`src/rtl/uart_score_tx.sv`:
```
// rtl/uart_score_tx.sv - Pong scoreboard: BCD point counters and "P1 dd P2 dd\r\n" UART line per change
module uart_score_tx #(
   parameter int CLKS_PER_BIT = 217
) (
   input  logic       i_CLK,
   input  logic       i_RST,
   input  logic       i_p1_scored,
   input  logic       i_p2_scored,
   input  logic       i_clear,
   output logic       o_Tx_Serial,
   output logic       o_Tx_Active,
   output logic       o_Tx_Done,
   output logic [7:0] o_p1_score,
   output logic [7:0] o_p2_score
);
   localparam logic [11:0] BIT_LAST = 12'(CLKS_PER_BIT - 1);

   typedef enum logic [2:0] {S_IDLE, S_LOAD, S_SEND, S_WAIT_BYTE, S_DONE} seq_t;
   typedef enum logic [1:0] {T_IDLE, T_START, T_DATA, T_STOP} ser_t;

   logic [2:0]  raw;
   logic [2:0]  sync1;
   logic [2:0]  sync2;
   logic [2:0]  prev;
   logic [2:0]  event_r;
   logic        pending;
   seq_t        seq_state;
   ser_t        ser_state;
   logic [3:0]  idx;
   logic [15:0] snap;
   logic [11:0] bit_cnt;
   logic [2:0]  bit_idx;
   logic [7:0]  shreg;
   logic        byte_done;
   logic        ser_load;
   logic [7:0]  ser_data;

   assign raw = {i_clear, i_p2_scored, i_p1_scored};

   function automatic logic [7:0] bcd_inc(input logic [7:0] v);
      logic [7:0] r;
      if (v[3:0] == 4'd9) begin
         r[3:0] = 4'd0;
         r[7:4] = (v[7:4] == 4'd9) ? 4'd0 : v[7:4] + 4'd1;
      end else begin
         r = {v[7:4], v[3:0] + 4'd1};
      end
      return r;
   endfunction

   function automatic logic [7:0] msg_byte(input logic [3:0] i, input logic [15:0] s);
      logic [7:0] b;
      case (i)
         4'd0, 4'd6: b = 8'h50;
         4'd1:       b = 8'h31;
         4'd7:       b = 8'h32;
         4'd3:       b = {4'h3, s[15:12]};
         4'd4:       b = {4'h3, s[11:8]};
         4'd9:       b = {4'h3, s[7:4]};
         4'd10:      b = {4'h3, s[3:0]};
         4'd11:      b = 8'h0D;
         4'd12:      b = 8'h0A;
         default:    b = 8'h20;
      endcase
      return b;
   endfunction

   always_ff @(posedge i_CLK or posedge i_RST) begin
      if (i_RST) begin
         sync1      <= 3'b000;
         sync2      <= 3'b000;
         prev       <= 3'b000;
         event_r    <= 3'b000;
         pending    <= 1'b0;
         o_p1_score <= 8'h00;
         o_p2_score <= 8'h00;
      end else begin
         sync1   <= raw;
         sync2   <= sync1;
         prev    <= sync2;
         event_r <= sync2 & ~prev;
         if (event_r[2]) begin
            o_p1_score <= 8'h00;
            o_p2_score <= 8'h00;
         end else begin
            if (event_r[0]) o_p1_score <= bcd_inc(o_p1_score);
            if (event_r[1]) o_p2_score <= bcd_inc(o_p2_score);
         end
         // a new event wins over the LOAD clear so a follow-up line is never lost
         if (|event_r)
            pending <= 1'b1;
         else if (seq_state == S_LOAD)
            pending <= 1'b0;
      end
   end

   assign byte_done = (ser_state == T_STOP) && (bit_cnt == BIT_LAST);
   assign ser_load  = (seq_state == S_LOAD) ||
                      ((seq_state == S_WAIT_BYTE) && byte_done && (idx != 4'd12));
   // byte 0 is always 'P', so it can go out before the snapshot register settles
   assign ser_data  = (seq_state == S_LOAD) ? 8'h50 : msg_byte(idx + 4'd1, snap);

   always_ff @(posedge i_CLK or posedge i_RST) begin
      if (i_RST) begin
         seq_state   <= S_IDLE;
         idx         <= 4'd0;
         snap        <= 16'h0000;
         o_Tx_Active <= 1'b0;
         o_Tx_Done   <= 1'b0;
      end else begin
         o_Tx_Done <= 1'b0;
         case (seq_state)
            S_IDLE: if (pending) seq_state <= S_LOAD;
            S_LOAD: begin
               snap        <= {o_p1_score, o_p2_score};
               idx         <= 4'd0;
               o_Tx_Active <= 1'b1;
               seq_state   <= S_SEND;
            end
            S_SEND: seq_state <= S_WAIT_BYTE;
            S_WAIT_BYTE: begin
               if (byte_done) begin
                  if (idx == 4'd12) begin
                     o_Tx_Done   <= 1'b1;
                     o_Tx_Active <= 1'b0;
                     seq_state   <= S_DONE;
                  end else begin
                     idx       <= idx + 4'd1;
                     seq_state <= S_SEND;
                  end
               end
            end
            S_DONE:  seq_state <= S_IDLE;
            default: seq_state <= S_IDLE;
         endcase
      end
   end

   always_ff @(posedge i_CLK or posedge i_RST) begin
      if (i_RST) begin
         ser_state   <= T_IDLE;
         bit_cnt     <= 12'd0;
         bit_idx     <= 3'd0;
         shreg       <= 8'h00;
         o_Tx_Serial <= 1'b1;
      end else begin
         case (ser_state)
            T_IDLE: begin
               if (ser_load) begin
                  shreg       <= ser_data;
                  bit_cnt     <= 12'd0;
                  o_Tx_Serial <= 1'b0;
                  ser_state   <= T_START;
               end
            end
            T_START: begin
               if (bit_cnt == BIT_LAST) begin
                  bit_cnt     <= 12'd0;
                  bit_idx     <= 3'd0;
                  o_Tx_Serial <= shreg[0];
                  ser_state   <= T_DATA;
               end else begin
                  bit_cnt <= bit_cnt + 12'd1;
               end
            end
            T_DATA: begin
               if (bit_cnt == BIT_LAST) begin
                  bit_cnt <= 12'd0;
                  if (bit_idx == 3'd7) begin
                     o_Tx_Serial <= 1'b1;
                     ser_state   <= T_STOP;
                  end else begin
                     bit_idx     <= bit_idx + 3'd1;
                     shreg       <= {1'b0, shreg[7:1]};
                     o_Tx_Serial <= shreg[1];
                  end
               end else begin
                  bit_cnt <= bit_cnt + 12'd1;
               end
            end
            T_STOP: begin
               if (bit_cnt == BIT_LAST) begin
                  bit_cnt <= 12'd0;
                  // chain straight into the next start bit so a line has no idle gaps
                  if (ser_load) begin
                     shreg       <= ser_data;
                     o_Tx_Serial <= 1'b0;
                     ser_state   <= T_START;
                  end else begin
                     ser_state <= T_IDLE;
                  end
               end else begin
                  bit_cnt <= bit_cnt + 12'd1;
               end
            end
            default: ser_state <= T_IDLE;
         endcase
      end
   end
endmodule

```
`config.mk`:
```
export PLATFORM = sky130hd
export DESIGN_NAME = uart_score_tx
export DESIGN_NICKNAME = d
export VERILOG_FILES = /design/src/rtl/uart_score_tx.sv
export SDC_FILE = /design/constraint.sdc
export NUM_CORES = 1
export LEC_CHECK = 0
export BUFFER_PORTS_ARGS = -buffer_cell sky130_fd_sc_hd__buf_2
export CAP_MARGIN = 20
export CORE_UTILIZATION = 50
export CTS_CLUSTER_SIZE = 8
export DETAILED_ROUTE_END_ITERATION = 8
export GPL_ROUTABILITY_DRIVEN = 0
export HOLD_SLACK_MARGIN = 0.05
export PLACE_DENSITY = 0.67
export SLEW_MARGIN = 20
export SYNTH_ARGS = -nofsm -noshare
export SYNTH_HDL_FRONTEND = slang
export SYNTH_SLANG_ARGS = --single-unit
```
`constraint.sdc`:
```
create_clock -name i_CLK -period 5 [get_ports i_CLK]
set_input_delay 0.25 -clock i_CLK [delete_from_list [all_inputs] [get_ports i_CLK]]
set_output_delay 0.25 -clock i_CLK [all_outputs]
set_load 0.02 [all_outputs]
```
==> impl_metrics.ini <==
[synth]
seq_area_frac_synth_pct = 47.39
yosysWarnings = 0
synth.avg_cell_area_um2 = 9.194
synth_ff_type = dfrtp_1
yosys.cell_types.count = 61
synth_area_um2 = 4174
yosys-top-cells-area = dfrtp_1 (47%), nand2_1 (7.1%), o21ai_0 (6.4%)
synth-seq-cells = 79
synth_largest_area_cell = dfrtp_1
synth_async_sr_flop_share_pct = 100.0
syn_inst = 454
synth_top_area_share_pct = 46.76
syn_nets = 480
synth-edff-count = 0

[worst_setup_path]
crit_cells = 8
end_kind = flop
cp_data_required_time_ns = 5.23
worst_setup_path_start_kind = flop
cp_cell_sequence = inv_1 > ha_1 > nand3_2 > and3_4 > a21oi_4 > and2_4 > nor2_1 > mux2_1
ff2ff_path_depth = 8
max_stage_delay_ns = 0.48
arrival_ns = 2.71
critPathTopFamily = simple AND/OR/NAND/NOR gates
worst-path-max-fanout = 13
crit_path_top_delay_cell = dfrtp_1
cp.buffers_inverters = 1
worstSetupPathType = reg2reg

[timing]
final.period_utilization_pct = 49.51
clock.fmax_mhz = 404.0
tns_ns = 0
slew_viol_final = 0
rsz0062_at_grt = no
worstMarginPinSlew_ns = 0.9057
skew_ns = 0.01125
finalSetupViolations = 0
period_needed_ns = 2.476
final-hold-violation-count = 0
relSlewSlack_pct = 39.62

[layout]
diodes = 0
area_growth_pct = 11.60
layout_commonest_cell = nand2_1
final_layout_size_suffix_gt1_share_pct = 12.89
finalNetCount = 502
fin_util_pct = 59.06
layout_common_cells = nand2_1 (79), dfrtp_1 (78), o21ai_0 (53)

[grt]
grtUsageTotal_pct = 20.67
antenna_found_initial = 0
grt_pass1_wl_mm = 14.17
grt_pass1_vias = 3067
grt_overflow = 0
grt_max_degree = 80

[min_path]
hp-class = reg2reg
hold_depth = 0

[floorplan]
ios = 24
fp.dieH_um = 93.37
core_um2 = 7888
dieArea_um2 = 8717
die_w_um = 93.37
row_count = 32
start_util_pct = 52.92

[drt]
dr_total_vias = 3222
first_pass_iters = 4
drt_iter0_drc = 124
ant_nets = 0
wl_per_cell_um = 13.86
drc = 0
drt-total-wl_mm = 8.081
vias_per_cell = 5.527

[pwr]
internal_power_w = 0.001252
clkPwrFrac_pct = 32.2
p_seq_share_pct = 42.0
p_leak_nw = 2.113
vdd_drop_max_mv = 0.1557
pwr-share-comb_pct = 25.9
swShare_pct = 31.73
p_per_area_nw_per_um2 = 393.8
p_sw_w = 0.0005819

[clocking]
clk_path_buf_depth = 2
cts_num_sinks = 79
cts_tree = built
clk_pin_slew_ns = 0.08
post_cts_buffers = 0
insertion_delay_ns = 0.35
root_buffer = clkbuf_8
numCtsBuffers = 9
cts_resized = 0
h-tree-depth = 3

[placed_design]
portBuffers = 23
post-dp-hpwl_mm = 5.559

[run_status]
outcome = completed

[run]
max-cap-violations = 0
synth_stat cells (2+ instances only):
cell	number
a21boi_0	2
a21oi_1	24
a22o_1	4
a22oi_1	2
a31oi_1	5
and3_1	7
and3_4	3
buf_2	3
buf_4	3
clkbuf_1	11
dfrtp_1	78
ha_1	21
inv_1	20
nand2_1	79
nand2b_1	5
nand3_1	16
nand3_2	2
nand4_1	2
nor2_1	45
nor2b_1	4
nor3_1	12
o21ai_0	53
o21ai_1	5
o22ai_1	2
o31ai_1	2
or4_1	2
xnor2_1	3
xor2_1	6
cell type report:
cell class / count / area [µm²]
fill: 694 / 3229
multi-input combinational: 337 / 2031
sequential: 79 / 1978
timing repair buffer: 29 / 190.2
clock buffer: 11 / 151.4
tap: 102 / 127.6
clock inverter: 5 / 103.9
inverter: 20 / 76.32
path summary, 6_finish.rpt:
kind                                 endpoint  startpoint  slack [ns]
worst min-delay path                 sync2[0]    sync1[0]        0.36
worst max-delay path             ser_state[1]      idx[0]        2.52
worst min register to register       sync2[0]    sync1[0]        0.36
worst max register to register   ser_state[1]      idx[0]        2.52
max in group asynchronous            shreg[5]       i_RST        3.91
min in group asynchronous       o_p1_score[5]       i_RST        0.51
state kept, by name, summed over array words and instances (netlist names):
| name | flops |
|---|---|
| o_p2_score | 8 |
| shreg | 7 |
| o_Tx_Serial | 1 |
| ser_state | 2 |
| idx | 4 |
| event_r | 3 |
| sync1 | 3 |
| pending | 1 |
| bit_cnt | 12 |
| o_Tx_Done | 1 |
| bit_idx | 3 |
| o_p1_score | 8 |
| snap | 16 |
| seq_state | 3 |
| prev | 3 |
| sync2 | 3 |
| o_Tx_Active | 1 |
power by group through the flow:
stage          clock, W  combinational [W]  sequential, W
2_1_floorplan         0           0.000389       0.000773
3_3_place_gp          0           0.000457       0.000780
3_5_place_dp          0           0.000471       0.000782
4_1_cts        0.000606           0.000472       0.000770
5_1_grt        0.000635           0.000539       0.000783
6_report       0.000590           0.000474       0.000770
logic make-up after synthesis:
group	count (synthesis)	share of synthesized area [%]
XOR/XNOR	11	2.938
buffers and inverters	38	3.957
multiplexers	3	0.7793
AND/OR/NAND/NOR	187	21.49
AO/OA/AOI/OAI	115	17.15
adder cells (fa/ha/maj)	21	6.295
flip-flops	79	47.39
routing by layer:
metal  track usage (%)  share of wire [%]
met1             28.44                 50
met2             31.62                 45
met3             3.821                2.9
met4             9.744                2.3
met5                 0                  0
stage by stage:
stage	cell area [µm²]	power, W	setup WS, ns	std cells	hold WS [ns]
finish	4658	0.001834	2.525	583	0.3557
detailed placement	4335	0.001253	2.565	562	0.3381
global route	4658	0.001956	2.370	583	0.3731
floorplan	4174	0.001162	2.728	454	0.2814
global placement	4335	0.001238	2.645	562	0.3332
CTS	4621	0.001849	2.569	581	0.2330
timing repair:
action / CTS / global route
endpoints found under the setup margin: 0 / 0
hold endpoints to repair: 3 / 27
hold buffers: 3 / 1
No activity file was read; power rests on OpenSTA's default activity.
